$ cat src/rtl/ifu_prefetch.sv
// Instruction-fetch unit: sequential AXI4-Lite reads into a show-ahead prefetch FIFO,
// with redirect/flush and halt-on-bus-error.
module ifu_prefetch #(
    parameter int unsigned     XLEN     = 32,
    parameter logic [XLEN-1:0] RESET_PC = 32'h8000_0000,
    parameter int unsigned     DEPTH    = 4
) (
    input  logic            clk,
    input  logic            rst,
    input  logic            redirect_valid,
    input  logic [XLEN-1:0] redirect_pc,
    output logic            out_valid,
    input  logic            out_ready,
    output logic [XLEN-1:0] out_pc,
    output logic [XLEN-1:0] out_ins,
    output logic            out_err,
    output logic [XLEN-1:0] araddr,
    output logic            arvalid,
    input  logic            arready,
    input  logic [XLEN-1:0] rdata,
    input  logic [1:0]      rresp,
    input  logic            rvalid,
    output logic            rready
);
    localparam int unsigned   AW   = $clog2(DEPTH);
    localparam int unsigned   CW   = AW + 1;
    localparam logic [CW-1:0] FULL = CW'(DEPTH);

    typedef enum logic [1:0] {IDLE, ADDR, DATA, DROP} state_t;

    state_t          state;
    state_t          state_next;
    logic [XLEN-1:0] fetch_pc;
    logic            halted;
    logic            drop_pend;

    logic [XLEN-1:0] fifo_pc  [DEPTH];
    logic [XLEN-1:0] fifo_ins [DEPTH];
    logic            fifo_err [DEPTH];
    logic [AW-1:0]   rd_ptr;
    logic [AW-1:0]   wr_ptr;
    logic [CW-1:0]   count;

    logic            empty;
    logic            issue;
    logic            push;
    logic            pop;
    logic            beat_err;

    // A request is only issued with a free slot, so a push can never overflow.
    assign empty    = (count == '0);
    assign issue    = (state == IDLE) && !halted && (count < FULL) && !redirect_valid;
    assign push     = (state == DATA) && rvalid && !redirect_valid;
    assign pop      = !empty && out_ready && !redirect_valid;
    assign beat_err = (rresp != 2'b00);

    always_ff @(posedge clk) begin
        if (rst) begin
            state <= IDLE;
        end else begin
            state <= state_next;
        end
    end

    // A beat arriving with a redirect is already consumed, so DATA returns to IDLE then.
    always_comb begin
        state_next = state;
        case (state)
            IDLE: if (issue) state_next = ADDR;
            ADDR: if (arready) state_next = (drop_pend || redirect_valid) ? DROP : DATA;
            DATA: begin
                if (rvalid) begin
                    state_next = IDLE;
                end else if (redirect_valid) begin
                    state_next = DROP;
                end
            end
            DROP: if (rvalid) state_next = IDLE;
            default: state_next = IDLE;
        endcase
    end

    always_comb begin
        arvalid = (state == ADDR);
        rready  = (state == DATA) || (state == DROP);
    end

    always_ff @(posedge clk) begin
        if (rst) begin
            araddr <= '0;
        end else if (issue) begin
            araddr <= fetch_pc;
        end
    end

    // drop_pend remembers a redirect seen while the address is still waiting for arready.
    always_ff @(posedge clk) begin
        if (rst) begin
            fetch_pc  <= RESET_PC;
            halted    <= 1'b0;
            drop_pend <= 1'b0;
        end else begin
            if (redirect_valid) begin
                fetch_pc <= redirect_pc;
                halted   <= 1'b0;
            end else if (push) begin
                fetch_pc <= fetch_pc + XLEN'(4);
                if (beat_err) halted <= 1'b1;
            end
            drop_pend <= (state == ADDR) && !arready && (drop_pend || redirect_valid);
        end
    end

    always_ff @(posedge clk) begin
        if (rst || redirect_valid) begin
            rd_ptr <= '0;
            wr_ptr <= '0;
            count  <= '0;
        end else begin
            if (push) wr_ptr <= wr_ptr + AW'(1);
            if (pop)  rd_ptr <= rd_ptr + AW'(1);
            case ({push, pop})
                2'b10:   count <= count + CW'(1);
                2'b01:   count <= count - CW'(1);
                default: count <= count;
            endcase
        end
    end

    always_ff @(posedge clk) begin
        if (push) begin
            fifo_pc[wr_ptr]  <= araddr;
            fifo_ins[wr_ptr] <= rdata;
            fifo_err[wr_ptr] <= beat_err;
        end
    end

    assign out_valid = !empty;
    assign out_pc    = fifo_pc[rd_ptr];
    assign out_ins   = fifo_ins[rd_ptr];
    assign out_err   = !empty && fifo_err[rd_ptr];

endmodule

$ cat config.mk
export PLATFORM = sky130hd
export DESIGN_NAME = ifu_prefetch
export DESIGN_NICKNAME = d
export VERILOG_FILES = /design/src/rtl/ifu_prefetch.sv
export SDC_FILE = /design/constraint.sdc
export NUM_CORES = 1
export LEC_CHECK = 0
export BUFFER_PORTS_ARGS = -buffer_cell sky130_fd_sc_hd__buf_2
export CORE_ASPECT_RATIO = 1.5
export CORE_MARGIN = 2
export CORE_UTILIZATION = 62
export CTS_BUF_LIST = sky130_fd_sc_hd__clkbuf_8 sky130_fd_sc_hd__clkbuf_16
export DETAILED_ROUTE_END_ITERATION = 8
export GPL_ROUTABILITY_DRIVEN = 0
export GPL_TIMING_DRIVEN = 0
export PLACE_DENSITY = 0.85
export SYNTH_ARGS = -nofsm -noshare
export SYNTH_HDL_FRONTEND = slang
export SYNTH_SLANG_ARGS = --single-unit
$ cat constraint.sdc
create_clock -name clk -period 5.4 [get_ports clk]
set_clock_uncertainty 0.05 [all_clocks]
set_input_delay 0.27 -clock clk [delete_from_list [all_inputs] [get_ports clk]]
set_output_delay 0.27 -clock clk [all_outputs]
set_load 0.1 [all_outputs]
==> implementation parameters <==
Parameter                              Value

CTS
  Skew-Pair Late Insertion Delay    ~0.54 ns
  Post-CTS clock slew at the launch and capture registers of the worst setup and hold paths    around 0.07 ns
  Clk Tree Root Cell    clkbuf_16
  TritonCTS sink count    approximately 340
  Clock tree from TritonCTS    done
  Post-CTS setup buffers    0
  CTS max path bufs    3
  Total number of H-tree levels    1
  Number of clock buffers inserted by TritonCTS    29

Finish
  Number of nets in the finished design    1141
  Number of non-filler instances in the completed layout    1349
  Antenna diodes    0
  Fill cell total of the finished layout    1191
  Share of final-layout standard cells stronger than drive strength 1    0.287
  Fin util    0.780
  Area taken by flip-flops and latches    9350 um^2
  Area used by multi-input combinational logic    around 3400 um^2
  Final instance area    roughly 16000 um^2
  Syn-to-layout area delta    23.3%

STA
  Final Setup Violations    0
  Final critical path time including I/O delays and setup    3.25 ns
  Final count of hold timing violations    0
  Portion of the clock cycle consumed by the worst path in the final layout    0.602
  Setup repair after global routing missed its margin    false
  Tightest slew margin relative to the limit    0.349
  Number of slew-limit violations in the final report    0
  Setup TNS after final layout    0 ns
  Highest Clock Rate    308 MHz
  Pin slew with the least headroom to its limit    0.976 ns

Worst setup path
  Arrival time at the worst endpoint    2.93 ns
  Required time reported for the critical path endpoint    between 5 and 6 ns
  Slack of the worst reg-to-reg path    3.00 ns
  Reg-to-Reg End    count[2]
  Critical path fanouts, max    10
  Critical Path Sink Type    output port
  Crit Reg-Reg Startpoint    state[0]
  Category of the critical setup timing path    register to output port
  Cell count of the worst reg-to-reg path    9
  CP Launch Type    register

GRT
  Antenna violations before repair    0
  Gr usage total    0.262
  Met1 track demand over resource    0.332
  Global-route wire length before repair    44.2 mm
  GR met3 Demand/Resource    0.0287
  Maximum number of pins on one net before global-route repair    61
  Number of global-route vias before repair    8051
  Met2 track utilization from global routing    0.469
  Remaining global-route overflow    0
  Layer with the highest usage    met2

Worst hold path
  Hold Path Cell Cnt    3
  Hold path endpoint    fetch_pc[12]
  Worst Min Path Start    redirect_pc[12]
  Class of the tightest hold or removal check    input pin to register

Route
  Vias per inst    5.88
  Vias after detailed routing    7933
  Mean routed wirelength per cell    between 20 and 25 um
  Drt total wl    between 20 and 30 mm
  Post-DRT Antenna Nets    0
  Drt first pass iters    4
  Iteration-0 DRC Markers    587
  DRC violation count after routing    0

Floorplanning
  Die Footprint    22100 um^2
  Horizontal die dimension    122 um
  Effective utilization at floorplan    0.633
  I/O pin total    172
  Core Footprint    20500 um^2
  Die height    181 um
  Std-Cell Rows    64

Flow run
  Count of max-cap constraint violations    0

Power and ir drop
  P per Cell Area    between 300 and 400 nW/um^2
  Worst vdd ir    between 200 and 250 uV
  Static power due to leakage    about 5.6 nW

Placed design
  Placed cell count    between 1000 and 1500
  Total half-perimeter wirelength after legalization and detailed placement    17.9 mm
  Instance area at placement    14300 um^2
  Count of input and output buffers    171

Synthesis
  EDFF count, synth    260
  Ys Warns    0
  Count of distinct cell types in the synthesized netlist    54
  Mapped cell area    13000 um^2
  Post-Syn Area per Cell    approximately 16 um^2
  Async set-or-reset flop fraction in the synthesized netlist    0
  Cell count after synthesis    791
  Flip-flop cell with the highest count after synthesis    edfxtp_1
  Post-synthesis net count    870
  Flops & latches, synth    337
  Sequential element share of the synthesized area    0.720

Outcome
  Result of the run    complete, no violations
## cells by family (layout without fill, tap and decap cells)
family | after synthesis | in the layout | synth area share
XOR/XNOR | 12 | 12 | 0.00810
AND/OR/NAND/NOR | 216 | 216 | 0.0858
multiplexers | 69 | 69 | 0.116
adder cells (fa/ha/maj) | 7 | 7 | 0.00733
buffers and inverters | 63 | 357 | 0.0195
AO/OA/AOI/OAI | 87 | 87 | 0.0430
flip-flops | 337 | 337 | 0.720
## worst max-delay path by stage
stage / start / end / slack [ns] / cells after the start
2_1_floorplan: state[1] / fifo_err[0] / 2.45 / 4
3_3_place_gp: redirect_valid / fifo_ins[0][28] / 0.86 / 5
3_5_place_dp: redirect_valid / count[2] / 2.47 / 11
4_1_cts: register / out_pc[15] / 2.06 / 4
5_1_grt: register / out_pc[15] / 1.94 / 4
6_report: register / out_ins[13] / 2.15 / 4
## final cells by class
cell class              count  area share
repair buffers            240       0.101
clock inverters            21      0.0174
well taps                 264      0.0206
clock buffers              33      0.0495
flip-flops and latches    337       0.584
plain buffers              46      0.0118
multi-input cells         391       0.212
inverters                  17     0.00399
## registers in the layout (all words and copies together), names as in the netlist, named ones only
| name | cells |
|---|---|
| fetch_pc | 32 |
| wr_ptr | 2 |
| state | 2 |
| count | 3 |
| araddr | 32 |
| halted | 1 |
| rd_ptr | 2 |
| drop_pend | 1 |
| fifo_pc | 128 |
| fifo_ins | 128 |
| fifo_err | 4 |
## routing by layer
layer | part of all wire | vias to the layer above
met1 | 0.38 | 3954
met3 | 0.049 | 57
met5 | 0 | -
met2 | 0.54 | 305
met4 | 0.031 | 0
li1 | - | 3617
## stage by stage
step	setup slack (ns)	total power [mW]	hold slack, ns
floorplan	2.45	3.09	0.297
global placement	0.861	3.17	0.396
detailed placement	2.47	3.18	0.399
CTS	2.06	5.44	0.0118
global route	1.94	5.57	0.0556
finish	2.15	5.43	0.0245
## layout by cell type, fill, tap and decap left out, drive strengths merged, types with 7 or more instances in the layout
cell type,instances
inv,21
a311oi,11
nand3,9
a21oi,38
clkbuf,68
nand4,7
xnor2,8
or3,8
buf,187
clkinv,7
nor3,13
dfxtp,77
edfxtp,260
mux4,65
nand2,87
a211oi,9
o21ai,12
dlygate4sd3,64
nor2,41
## timing repair
item,4_1_cts,5_1_grt
hold endpoints to repair,160,0
hold buffers,64,0
setup endpoints to repair,0,0
resized for setup,0,0
## synthesized netlist by cell type, types with 9 or more instances
cell | count | area [um^2]
edfxtp_1 | 260 | 7810
clkbuf_1 | 32 | 120
nor3_1 | 13 | 65.1
a21oi_1 | 38 | 190
o21ai_0 | 12 | 60.1
a311oi_1 | 11 | 96.3
a211oi_1 | 9 | 67.6
nand3_1 | 9 | 45.0
dfxtp_1 | 77 | 1540
nand2_1 | 87 | 327
mux4_2 | 65 | 1460
nor2_1 | 41 | 154
inv_1 | 16 | 60.1
## critical path: stages, from the launching register on
cell     delay (ns)
dfxtp_1        0.36
buf_2          0.38
buf_1          0.72
mux4_2         0.61
buf_2          0.31
## power breakdown
part / internal [mW] / switching, mW
Sequential: 2.81 / 0.0422
Clock: 1.35 / 0.915
Combinational: 0.0986 / 0.213
Total: 4.26 / 1.17
Note: power is estimated with default switching activity, not from simulation.
